<file path="src/rtl/piso_pkg.sv">
// Shared types and defaults for the piso_tx serialiser.
// Optional feature macro: PISO_PARITY_EN (adds an even-parity bit after each word).
package piso_pkg;

  typedef enum logic [1:0] {IDLE, SHIFT, PARITY} piso_state_t;

  localparam int unsigned PISO_N = 8;

endpackage

</file>
<file path="src/rtl/piso_bitcnt.sv">
// Modulo-N bit counter: tracks which serial bit of the word is on the wire.
module piso_bitcnt
  import piso_pkg::*;
#(
  parameter int unsigned N = PISO_N
) (
  input  logic clk,
  input  logic n_reset,
  input  logic clr,
  input  logic inc,
  output logic at_last
);

  localparam int unsigned CntW = (N > 1) ? $clog2(N) : 1;

  logic [CntW-1:0] cnt_q;

  // Count register: clear wins over increment, wraps after the final bit.
  always_ff @(posedge clk or negedge n_reset) begin
    if (!n_reset) begin
      cnt_q <= '0;
    end else if (clr) begin
      cnt_q <= '0;
    end else if (inc) begin
      cnt_q <= at_last ? '0 : cnt_q + CntW'(1);
    end
  end

  // Final-bit flag decoded straight from the register.
  always_comb begin
    at_last = (cnt_q == CntW'(N - 1));
  end

endmodule

</file>
<file path="src/rtl/piso_tx.sv">
// Parallel-in serial-out transmitter with valid/ready load and frame/last qualifiers.
// Optional feature macro: PISO_PARITY_EN (one even-parity bit follows the data bits).
module piso_tx
  import piso_pkg::*;
#(
  parameter int unsigned N         = PISO_N,
  parameter bit          MSB_FIRST = 1'b1
) (
  input  logic         clk,
  input  logic         n_reset,
  input  logic [N-1:0] din,
  input  logic         load_valid,
  output logic         load_ready,
  output logic         sout,
  output logic         frame,
  output logic         last
);

  piso_state_t  state_q, state_d;
  logic [N-1:0] sreg_q, sreg_d;
  logic         at_last;
  logic         accept;

  assign accept = load_valid & load_ready;

  piso_bitcnt #(
    .N (N)
  ) u_bitcnt (
    .clk     (clk),
    .n_reset (n_reset),
    .clr     (accept),
    .inc     (state_q == SHIFT),
    .at_last (at_last)
  );

`ifdef PISO_PARITY_EN
  logic par_q;

  // Even parity of the word, captured together with the word.
  always_ff @(posedge clk or negedge n_reset) begin
    if (!n_reset) begin
      par_q <= 1'b0;
    end else if (accept) begin
      par_q <= ^din;
    end
  end
`endif

  // State and shift register.
  always_ff @(posedge clk or negedge n_reset) begin
    if (!n_reset) begin
      state_q <= IDLE;
      sreg_q  <= '0;
    end else begin
      state_q <= state_d;
      sreg_q  <= sreg_d;
    end
  end

  // Next state: reload on the final cycle keeps back-to-back words gap-free.
  always_comb begin
    state_d = state_q;
    unique case (state_q)
      IDLE: begin
        if (accept) state_d = SHIFT;
      end
      SHIFT: begin
        if (at_last) begin
`ifdef PISO_PARITY_EN
          state_d = PARITY;
`else
          state_d = accept ? SHIFT : IDLE;
`endif
        end
      end
`ifdef PISO_PARITY_EN
      PARITY: begin
        state_d = accept ? SHIFT : IDLE;
      end
`endif
      default: begin
        state_d = IDLE;
      end
    endcase
  end

  // Shift register: load on accept, otherwise shift with zero fill while sending.
  always_comb begin
    sreg_d = sreg_q;
    if (accept) begin
      sreg_d = din;
    end else if (state_q == SHIFT) begin
      sreg_d = MSB_FIRST ? (sreg_q << 1) : (sreg_q >> 1);
    end
  end

  // Outputs decoded only from registered state so sout/frame are glitch-free.
  always_comb begin
    load_ready = 1'b0;
    sout       = 1'b0;
    frame      = 1'b0;
    last       = 1'b0;
    unique case (state_q)
      IDLE: begin
        load_ready = 1'b1;
      end
      SHIFT: begin
        frame = 1'b1;
        sout  = MSB_FIRST ? sreg_q[N-1] : sreg_q[0];
`ifndef PISO_PARITY_EN
        last       = at_last;
        load_ready = at_last;
`endif
      end
`ifdef PISO_PARITY_EN
      PARITY: begin
        frame      = 1'b1;
        sout       = par_q;
        last       = 1'b1;
        load_ready = 1'b1;
      end
`endif
      default: begin
        load_ready = 1'b0;
      end
    endcase
  end

endmodule

</file>
<file path="config.mk">
export PLATFORM = sky130hd
export DESIGN_NAME = piso_tx
export DESIGN_NICKNAME = d
export VERILOG_FILES = /design/src/rtl/piso_pkg.sv /design/src/rtl/piso_bitcnt.sv /design/src/rtl/piso_tx.sv
export SDC_FILE = /design/constraint.sdc
export NUM_CORES = 1
export LEC_CHECK = 0
export BUFFER_PORTS_ARGS = -buffer_cell sky130_fd_sc_hd__buf_4
export CORE_MARGIN = 1
export CORE_UTILIZATION = 40
export DETAILED_ROUTE_END_ITERATION = 7
export PLACE_DENSITY = 0.64
export SYNTH_ARGS = -nofsm -noshare
export SYNTH_HDL_FRONTEND = slang
export SYNTH_SLANG_ARGS = --single-unit
</file>
<file path="constraint.sdc">
create_clock -name clk -period 1.7 [get_ports clk]
set_input_delay 0 -clock clk [delete_from_list [all_inputs] [get_ports clk]]
set_output_delay 0 -clock clk [all_outputs]
set_load 0.01 [all_outputs]
</file>
==> results of run 1 <==
-- path summary, 6_finish.rpt --
check,cells after the start,startpoint,end
worst min register to register,1,u_bitcnt.cnt_q[0],u_bitcnt.cnt_q[0]
worst max-delay path,5,u_bitcnt.cnt_q[0],load_ready
worst max register to register,5,u_bitcnt.cnt_q[0],sreg_q[1]
min in group clk,1,u_bitcnt.cnt_q[0],u_bitcnt.cnt_q[0]
worst min-delay path,2,n_reset,sreg_q[3]
max in group asynchronous,2,n_reset,u_bitcnt.cnt_q[0]
-- cell type report --
class,instances,area share [%]
repair buffers,26,25.1
clock buffers,4,4.14
well taps,15,2.14
flip-flops and latches,12,34.2
multi-input cells,37,34.4
-- synthesized netlist by cell type (all sizes together) --
master | count | area (um^2)
dfrtp | 12 | 300
a211o | 7 | 61.3
nor2b | 7 | 43.8
o221a | 7 | 78.8
buf | 4 | 36.3
nand2 | 4 | 15.0
a32o | 2 | 20.0
and2 | 2 | 12.5
ha | 2 | 25.0
nand2b | 2 | 12.5
mux2i | 1 | 10.0
nor2 | 1 | 3.75
o21ai | 1 | 5.00
o22ai | 1 | 6.26
-- flip-flops by register name, indices dropped and copies added (netlist names) --
signal	cells
u_bitcnt.cnt_q	3
sreg_q	8
state_q	1
-- per-stage QoR --
stage	util [%]	power [mW]
floorplan	-	0.899
global placement	53.0	1.04
detailed placement	53.0	1.06
CTS	62.2	1.31
global route	63.4	1.41
finish	63.4	1.31
-- worst reg2reg max path, cell delays in order (launching register included) --
cell	delay, ns
dfrtp_1	0.40
ha_1	0.20
ha_1	0.22
nand2b_4	0.17
buf_4	0.18
o221a_2	0.27
-- routing by layer --
metal  part of all wire, %  vias to the layer above  wire [um]
li1                      -                      257          -
met4                   1.8                        0         25
met2                    49                       11        687
met1                    45                      261        630
met3                   3.8                        4         53
met5                     0                        -          0
-- placed cells by master (no fill, tap or decap) --
master         netlist  layout
o21ai_0              1       1
mux2i_1              1       1
nor2b_1              7       7
nor2_1               1       1
nand2b_4             0       1
o22ai_1              1       1
ha_1                 2       2
dfrtp_1             12      12
nand2_1              4       4
a32o_1               2       2
clkbuf_8             0       1
clkbuf_4             0       3
buf_4                0      16
o221a_2              6       6
o221a_1              1       1
nand2b_1             2       1
and2_1               2       2
a211o_1              7       7
dlygate4sd3_1        0      10
-- cells by family (layout without fill, tap and decap cells) --
kind of cell	after synthesis	in the layout	synth area share, %
AO/OA/AOI/OAI	18	18	27.2
buffers and inverters	4	30	5.75
AND/OR/NAND/NOR	16	16	13.9
flip-flops	12	12	47.6
multiplexers	1	1	1.59
adder cells (fa/ha/maj)	2	2	3.97
-- power by group through the flow --
stage	logic [mW]	clock network, mW	registers, mW
3_3_place_gp	0.553	0	0.488
4_1_cts	0.583	0.246	0.486
5_1_grt	0.641	0.259	0.506
3_5_place_dp	0.565	0	0.491
2_1_floorplan	0.434	0	0.465
6_report	0.591	0.236	0.488
-- timing repair --
action	in CTS	in global routing
setup endpoints to repair	0	1
hold buffers	9	1
endpoints found under the hold margin	20	1
resized for setup	0	2
==> results.yml, run 1 <==
floorplanning:
  ioPinCount: 15
  dieHeight_um: 41.7
  dieArea_mm2: 0.00174
  die_w_um: 41.7
  core_area_mm2: 0.00138
  placementRows: 13
  start_util_pct: 45.6
outcome:
  status: "completed"
layout:
  final-seq-area_um2: 300
  final_net_count: 93
  antenna_cells: 0
  finish.instance_area_um2: 877
  multi_input_area_um2: 302
  area_growth_pct: 39.1
  fillers: 121
  drive_gt1_share_pct: 34.2
  instances_no_fill: 94
cts:
  clock-sinks: 12
  path_clk_slew_ns: 0.08
  insertion_delay_ns: 0.28
  cts_tree: "built"
  cts-htree-levels: 1
  numCtsBuffers: 3
  cts_root_buffer: "clkbuf_4"
  cts_buffer_depth: 2
  post_cts.repair.setup_buffers: 0
timing:
  setup_violations: 0
  worst_pin_slew_ns: 0.309
  rsz0062_at_grt: "false"
  finalWorstSetupSlack_ns: 0.117
  hold_ws_ns: 0.0851
  fin_setup_tns_ns: 0
  fin_crit_ns: 1.58
  hold_viol: 0
  max_freq_mhz: 632
  finalMaxSlewViolations: 0
  relSlewSlack_pct: 79.4
  skew_ns: 0.00653
  timing.final.crit_share_pct: 93.1
grt:
  grt_pass1_wl_mm: 2.39
  grt.overflow.total: 0
  use_met2_pct: 30.9
  grt_max_degree: 16
  track_usage_pct: 18.5
  grt_pass1_vias: 556
  antenna_found_initial: 0
  grt_busiest_layer: "met2"
  gr-usage-met3_pct: 6.52
  grt_use_met1_pct: 20.4
worst_setup_path:
  start_kind: "flop"
  critPathBufInv: 2
  r2r_slack_ns: 0.15
  crit_family: "adder cells"
  cp.required_ns: 1.70
  crit_type: "reg2out"
  crit_chain: "ha_1 -> ha_1 -> nand2b_4 -> buf_4 -> buf_4"
  crit_path_end_kind: "output port"
  slowest_stage: "dfrtp_1"
  slowest_delay_ns: 0.40
  cp.arrival_ns: 1.58
  crit_fanout: 8
pwr:
  switching_share_pct: 33.5
  seq_power_share_pct: 37.1
  p_comb_share_pct: 44.9
  leakagePower_nw: 0.421
  intPower_uw: 875
  power_density_mw_per_mm2: 1500
  power_switching_uw: 440
  p_clk_share_pct: 18.0
  ir_worst_vdd_uv: 836
routing:
  drc_errors: 0
  drt_iter0_drc: 11
  wl_mm: 1.40
  routed_via_density: 5.67
  routedWlPerCell_um: 14.9
  dr_total_vias: 533
  ant_nets: 0
  drt-pass1-iter-count: 4
place:
  placed_cells: 80
  globalplace.congestion: 0.678
  portBuffers: 14
  dp_slack_ns: 0.0759
  place_hpwl_um: 911
  dpl_cell_area_um2: 733
synthesis:
  synth_cells: 53
  yosys_warnings: 0
  synth_sequential_area_ratio_pct: 47.6
  synth-seq-cells: 12
  synthesis.nets: 66
  syn_area_um2: 631
  avgSynthCellArea_um2: 11.9
  yosysUniqueCellTypes: 17
job:
  drv_cap: 0
worst_hold_path:
  hp-class: "in2async"
Power figures use the tool's default switching activity.
==> inputs of run 2 (changes only) <==
--- a/config.mk
+++ b/config.mk
@@ -6,10 +6,10 @@
 export NUM_CORES = 1
 export LEC_CHECK = 0
 export BUFFER_PORTS_ARGS = -buffer_cell sky130_fd_sc_hd__buf_4
-export CORE_MARGIN = 1
-export CORE_UTILIZATION = 40
+export CORE_AREA = 2 2 39 41
 export DETAILED_ROUTE_END_ITERATION = 7
-export PLACE_DENSITY = 0.64
+export DIE_AREA = 0 0 41 43
+export PLACE_DENSITY = 0.74
 export SYNTH_ARGS = -nofsm -noshare
 export SYNTH_HDL_FRONTEND = slang
 export SYNTH_SLANG_ARGS = --single-unit
==> results.yml, run 2 (same netlist as run 1, synthesis figures left out) <==
job:
  drv_cap: 0
cts:
  path_clk_slew_ns: 0.08
  cts-htree-levels: 1
  insertion_delay_ns: 0.27
  ctsResizeCount: 0
  cts_root_buffer: "clkbuf_4"
  cts_tree: "built"
  cts_buffer_depth: 2
  numCtsBuffers: 3
  post_cts.repair.setup_buffers: 0
  hold_buffers: 10
  clock-sinks: 12
floorplanning:
  core_area_mm2: 0.00138
  dieHeight_um: 43
  dieArea_mm2: 0.00176
  placementRows: 14
  die_w_um: 41
  start_util_pct: 45.6
  ioPinCount: 15
pwr:
  power_density_mw_per_mm2: 1480
  ir_worst_vdd_uv: 736
  p_total_mw: 1.31
  leakagePower_nw: 0.428
worst_setup_path:
  crit_family: "adder cells"
  cp.required_ns: 1.70
  r2r_slack_ns: 0.15
  slowest_delay_ns: 0.40
  crit_path_end_kind: "output port"
  critPathBufInv: 2
  crit_fanout: 6
  reg2regPathDepth: 5
  crit_chain: "ha_1 -> ha_1 -> nand2b_1 -> buf_4 -> buf_4"
  startpoint: "u_bitcnt.cnt_q[0]"
  start_kind: "flop"
  path_depth: 5
  cp.arrival_ns: 1.59
  reg2reg_from: "u_bitcnt.cnt_q[0]"
  cp-endpoint: "load_ready"
  r2r_end: "sreg_q[1]"
  crit_type: "reg2out"
  slowest_stage: "dfrtp_1"
layout:
  largest_register_ffs: 8
  finish.instance_area_um2: 886
  drive_gt1_share_pct: 34.6
  largest_register: "sreg_q"
  antenna_cells: 0
  multi_input_area_um2: 294
  post-route-util_pct: 64.0
  layout_commonest_cell: "buf_4"
  area_growth_pct: 40.5
  instances_no_fill: 97
  final_net_count: 95
  final_cell_mix: "buf_4, dfrtp_1, dlygate4sd3_1, nor2b_1, a211o_1"
  fillers: 107
  final-seq-area_um2: 300
  largestRegisters: "sreg_q: 8 flops, u_bitcnt.cnt_q: 3 flops, state_q: 1 flops"
timing:
  rsz0062_at_grt: "false"
  hold_ws_ns: 0.0918
  hold_viol: 0
  timing.final.crit_share_pct: 93.5
  setup_violations: 0
  relSlewSlack_pct: 83.0
  fin_crit_ns: 1.59
  finalWorstSetupSlack_ns: 0.111
  fin_setup_tns_ns: 0
  skew_ns: 0.00548
  worst_pin_slew_ns: 0.255
  finalMaxSlewViolations: 0
  max_freq_mhz: 629
place:
  globalplace.congestion: 0.713
  dp_slack_ns: 0.183
  portBuffers: 14
  placed_cells: 83
  dpl_cell_area_um2: 749
  place_hpwl_um: 821
routing:
  drc_errors: 0
  drt-pass1-iter-count: 4
  wl_mm: 1.23
  routed_via_density: 5.28
  drt_iter0_drc: 10
  dr_total_vias: 512
  ant_nets: 0
  routedWlPerCell_um: 12.6
grt:
  grt_pass1_wl_mm: 1.99
  grt_pass1_vias: 471
  grt.overflow.total: 0
  track_usage_pct: 17.1
  antenna_found_initial: 0
  grt_max_degree: 14
worst_hold_path:
  hp-class: "in2async"
outcome:
  status: "completed"
-- run 2: layout make-up --
cell class | instances | share of cell area, %
Timing Repair Buffer | 28 | 26.6
Tap cell | 16 | 2.26
Sequential cell | 12 | 33.9
Multi-Input combinational cell | 37 | 33.2
Clock buffer | 4 | 4.10
-- run 2: worst min-delay path by stage --
| stage | startpoint | end | slack, ns | depth (start not counted) |
|---|---|---|---|---|
| after CTS | n_reset | sreg_q[6] | 0.09 | 2 |
| after global routing | n_reset | sreg_q[7] | 0.12 | 2 |
| after global placement | n_reset | sreg_q[6] | -0.15 | 1 |
| after floorplan | n_reset | sreg_q[0] | -0.30 | 0 |
| final | n_reset | sreg_q[6] | 0.09 | 2 |
| after detailed placement | n_reset | sreg_q[6] | -0.15 | 1 |
-- run 2: report_power, final --
group	internal (mW)	switching, mW	total [mW]
clock	0.130	0.0986	0.229
combinational	0.355	0.250	0.606
sequential	0.400	0.0757	0.476
total	0.886	0.425	1.31
-- run 2: layer usage --
metal / GRT usage, % / routed length, um / vias up
met5: 0 / 0 / -
met2: 23.4 / 542 / 11
met4: 12.0 / 31 / 0
met3: 3.14 / 41 / 4
li1: - / - / 260
met1: 23.3 / 611 / 237
-- run 2: worst register-to-register path: stages (launching register included) --
cell      delay, ns
dfrtp_1        0.40
ha_1           0.20
ha_1           0.22
nand2b_1       0.19
buf_4          0.17
o221a_2        0.26
